File: config.mk
export PLATFORM = sky130hd
export DESIGN_NAME = spi16_master
export DESIGN_NICKNAME = d
export VERILOG_FILES = /design/src/rtl/spi16_master.sv
export SDC_FILE = /design/constraint.sdc
export NUM_CORES = 1
export LEC_CHECK = 0
export CORE_MARGIN = 5
export CORE_UTILIZATION = 45
export CTS_CLUSTER_SIZE = 28
export DETAILED_ROUTE_END_ITERATION = 8
export PLACE_DENSITY = 0.82
export SYNTH_ARGS = -nofsm -noshare
export SYNTH_HDL_FRONTEND = slang
export SYNTH_SLANG_ARGS = --single-unit
File: constraint.sdc
create_clock -name clk -period 2.3 [get_ports clk]
set_input_delay 0.46 -clock clk [delete_from_list [all_inputs] [get_ports clk]]
set_output_delay 0.46 -clock clk [all_outputs]
set_load 0.005 [all_outputs]
File: src/rtl/spi16_master.sv
// 16-bit full-duplex SPI master: SCLK = clk/32, idles high, MOSI launched on falls,
// MISO sampled just before each rise. done is sticky until the next accepted wrt.
module spi16_master (
  input  logic        clk,
  input  logic        rst,
  input  logic        wrt,
  input  logic [15:0] cmd,
  output logic        done,
  output logic [15:0] rd_data,
  output logic        SS_n,
  output logic        SCLK,
  output logic        MOSI,
  input  logic        MISO
);

  typedef enum logic [1:0] {IDLE, FRONT, SHIFT, BACK} state_t;

  state_t      state_q, state_d;
  logic [15:0] shft_q, shft_d;
  logic [4:0]  div_q, div_d;
  logic [4:0]  bit_cnt_q, bit_cnt_d;
  logic        miso_smpl_q, miso_smpl_d;
  logic        done_q, done_d;

  always_ff @(posedge clk or posedge rst) begin
    if (rst) begin
      state_q     <= IDLE;
      shft_q      <= 16'h0000;
      div_q       <= 5'd0;
      bit_cnt_q   <= 5'd0;
      miso_smpl_q <= 1'b0;
      done_q      <= 1'b0;
    end else begin
      state_q     <= state_d;
      shft_q      <= shft_d;
      div_q       <= div_d;
      bit_cnt_q   <= bit_cnt_d;
      miso_smpl_q <= miso_smpl_d;
      done_q      <= done_d;
    end
  end

  always_comb begin
    state_d     = state_q;
    shft_d      = shft_q;
    div_d       = div_q;
    bit_cnt_d   = bit_cnt_q;
    miso_smpl_d = miso_smpl_q;
    done_d      = done_q;
    case (state_q)
      IDLE: begin
        if (wrt) begin
          shft_d    = cmd;
          div_d     = 5'b10111;
          bit_cnt_d = 5'd0;
          done_d    = 1'b0;
          state_d   = FRONT;
        end
      end
      FRONT: begin
        div_d = div_q + 5'd1;
        if (div_q == 5'b11111) state_d = SHIFT;
      end
      SHIFT: begin
        div_d = div_q + 5'd1;
        if (div_q == 5'b01111) miso_smpl_d = MISO;
        // Shift coincides with the SCLK fall; the last shift parks div so SCLK stays high.
        if (div_q == 5'b11111) begin
          shft_d    = {shft_q[14:0], miso_smpl_q};
          bit_cnt_d = bit_cnt_q + 5'd1;
          if (bit_cnt_q == 5'd15) begin
            div_d   = 5'b11111;
            state_d = BACK;
          end
        end
      end
      BACK: begin
        done_d  = 1'b1;
        state_d = IDLE;
      end
      default: state_d = IDLE;
    endcase
  end

  assign SS_n    = (state_q == IDLE);
  assign SCLK    = ((state_q == FRONT) || (state_q == SHIFT)) ? div_q[4] : 1'b1;
  assign MOSI    = shft_q[15];
  assign rd_data = shft_q;
  assign done    = done_q;

endmodule
==> summary.txt <==
Outcome
  • Run status: complete, no violations

Logic synthesis
  • Synth Warn #: 0
  • Net Count, Synth: 193
  • Synth top area share: 45.52%
  • Post-synthesis cell count: 162
  • Post-synth EDFFs: 0
  • Primary FF master, synth: dfrtp_1
  • Synthesized area: 0.001649 mm2
  • Synth cell types: 32
  • Seq cells post-synth: 30
  • Asr flop ratio synth: 100.0%
  • Seq/Total Area, Yosys: 45.52%
  • Largest cells by area after synthesis: dfrtp_1 46%, mux2i_1 12%, ha_1 8.3%
  • Mean Syn Cell Area: 10.18 um2
  • Cell taking the most area after synthesis: dfrtp_1

Routing
  • Vias per cell: 5.103
  • Vias post-DR: 1,286
  • Routed WL per cell: 13.35 um
  • Drt pass-1 iters: 4
  • Post-route ant nets: 0
  • Final wirelength: 3365 um
  • Initial drt markers: 57
  • # DRC: 0

STA
  • Slew of the pin with the lowest slew margin: 0.4777 ns
  • Hold Vio Cnt, Final: 0
  • Final setup viols: 0
  • Max-Slew Margin vs Limit: 67.52%
  • RSZ-0062 raised after global routing: false
  • Setup TNS Final: 0 ns
  • Period utilisation layout: 95.49%
  • Tmin final: 2.196 ns
  • Fin. max-slew vios: 0
  • F_max: 455.3 MHz
  • Clk_skew: 0.005465 ns

Setup path
  • R2R Setup Slk: 0.28 ns
  • Crit-path leading delay family: buffers and inverters
  • Worst R2R Path Depth: 7
  • Kind of start point of the critical path: register
  • Crit path kind: reg -> out
  • Worst Path Buf+Inv: 2
  • Critical R2R Launch: div_q[0]
  • CP Capture Type: output port
  • Critical path, cell by cell: inv_1 -> ha_2 -> nand2_1 -> clkdlybuf4s50_1
  • Slowest library cell on the worst path: clkdlybuf4s50_1
  • Worst EP required: 1.84 ns
  • Slowest Stage Delay on Critical Path: 0.50 ns
  • Critical Path Source: state_q[0]
  • CP arrival: 1.74 ns
  • CP Max Fanout: 6
  • Worst reg2reg endpoint: state_q[1]

Global routing
  • Vias in the first global route: 1,255
  • First-pass GRT wire length: 5678 um
  • Largest net degree at the start of global routing: 33
  • Overflow after GRT: 0
  • Total track usage: 14.10%
  • Initial antenna violation count: 0

Floorplanning
  • CORE AREA: 0.003606 mm2
  • Die Wd: 70.54 um
  • I/O pin total: 40
  • Initial core utilization: 45.73%
  • Die area: 0.004975 mm2
  • Num rows: 22
  • Die Y: 70.54 um

Worst hold path
  • HP Class: reg -> reg
  • Hold worst-path end: bit_cnt_q[4]
  • Worst Hold Depth: 1
  • Min-delay src: bit_cnt_q[4]

Finish
  • Most frequent cells in the layout: 39 x clkdlybuf4s50_1, 30 x dfrtp_1, 23 x a21oi_1
  • Nets@finish: 235
  • Final Cell Area: 0.002158 mm2
  • Fill cell count: 312
  • Layout Area Growth over Synthesis: 30.88%
  • Core Util, Final: 59.85%
  • Layout cells sized above 1: 8.333%
  • Number of diodes: 0
  • Commonest non-fill, non-tap cell in the layout: clkdlybuf4s50_1

CTS
  • CTS tree: yes
  • Clk root buf: clkbuf_8
  • Worst skew pair latency: 0.27 ns
  • H-tree depth: 2
  • CTS buffer count: 5
  • CTS clk-pin slew, worst paths: 0.06 ns
  • Clk buf depth: 2
  • Clk sinks: 30

Pwr
  • Power Total: 963.5 uW
  • Peak VDD IR: 0.5922 mV
  • Power Density: 446.4 mW/mm2
  • Leakage: 1.108 nW

Place
  • Dpl cell area: 0.002077 mm2
  • GP Congestion: 0.7967
  • Hpwl dp: 2544 um
  • IO Port Bufs: 39

Job
  • Maxcap violations: 0
==> area by class of cell <==
type                       count  area (um2)  share of cell area (%)
clock inverter                 2       10.01                  0.4638
tap                           48       60.06                   2.783
clock buffer                   5       68.82                   3.188
multi-input combinational    116       818.3                   37.91
sequential                    30       750.7                   34.78
inverter                       8       30.03                   1.391
timing repair buffer          43       420.4                   19.48
==> Yosys cell counts (2+ instances only) <==
| library cell | count |
|---|---|
| dfrtp_1 | 30 |
| a21oi_1 | 23 |
| nor2_1 | 20 |
| mux2i_1 | 19 |
| ha_1 | 11 |
| inv_1 | 7 |
| nand2_1 | 7 |
| buf_4 | 5 |
| and3_1 | 4 |
| nand3_1 | 4 |
| a22o_1 | 3 |
| buf_2 | 3 |
| o21ai_1 | 3 |
| a31oi_1 | 2 |
| mux2_1 | 2 |
| o21ai_0 | 2 |
| o22a_1 | 2 |
==> flip-flops by register name, indices dropped and copies added, names as in the netlist <==
| name | cells |
|---|---|
| state_q | 2 |
| div_q | 5 |
| miso_smpl_q | 1 |
| bit_cnt_q | 5 |
| rd_data | 16 |
| done | 1 |
==> worst register-to-register path, cell delays in order, from the launching register on <==
cell,delay [ns]
dfrtp_1,0.40
ha_1,0.23
and3_1,0.20
ha_1,0.29
inv_2,0.15
a21oi_1,0.08
o21ai_1,0.21
mux2_1,0.34
==> per-stage QoR <==
step / std cells / worst slack (ns) / hold slack [ns]
CTS: 252 / 0.04811 / 0.5154
global placement: 245 / 0.3340 / 0.4794
global route: 252 / 0.03611 / 0.5398
floorplan: 162 / 0.3769 / 0.4640
detailed placement: 245 / 0.2845 / 0.5003
finish: 252 / 0.1037 / 0.5140
==> repair_timing <==
item / 4_1_cts / 5_1_grt
hold buffers: 0 / 0
setup endpoints to repair: 0 / 1
setup buffers: 0 / 0
resized for setup: 0 / 1
==> report_power, final <==
part	switching, mW	internal, mW
clock	0.180	0.202
combinational	0.0167	0.0334
sequential	0.00113	0.530
==> how the worst max path moves through the flow <==
stage,to,cells after the start
after CTS,SCLK,4
after global placement,rd_data[1],6
after detailed placement,state_q[1],7
after floorplan,state_q[1],7
after global routing,SCLK,4
final,SCLK,4
==> layer usage <==
metal	wire length, um	GRT usage, %
met4	55	5.010
met2	1708	24.01
met5	0	0
met3	129	3.693
met1	1471	17.28
==> cell families after synthesis <==
| logic type | count (synthesis) | synth area share [%] |
|---|---|---|
| AOI/OAI and AO/OA | 41 | 15.55 |
| and+or+nand+nor | 41 | 11.31 |
| DFF | 30 | 45.52 |
| muxes | 22 | 13.73 |
| buffers and inverters | 16 | 5.008 |
| adders and majority gates | 11 | 8.346 |
| xor gates and xnor gates | 1 | 0.5312 |
Power figures use the tool's default switching activity.
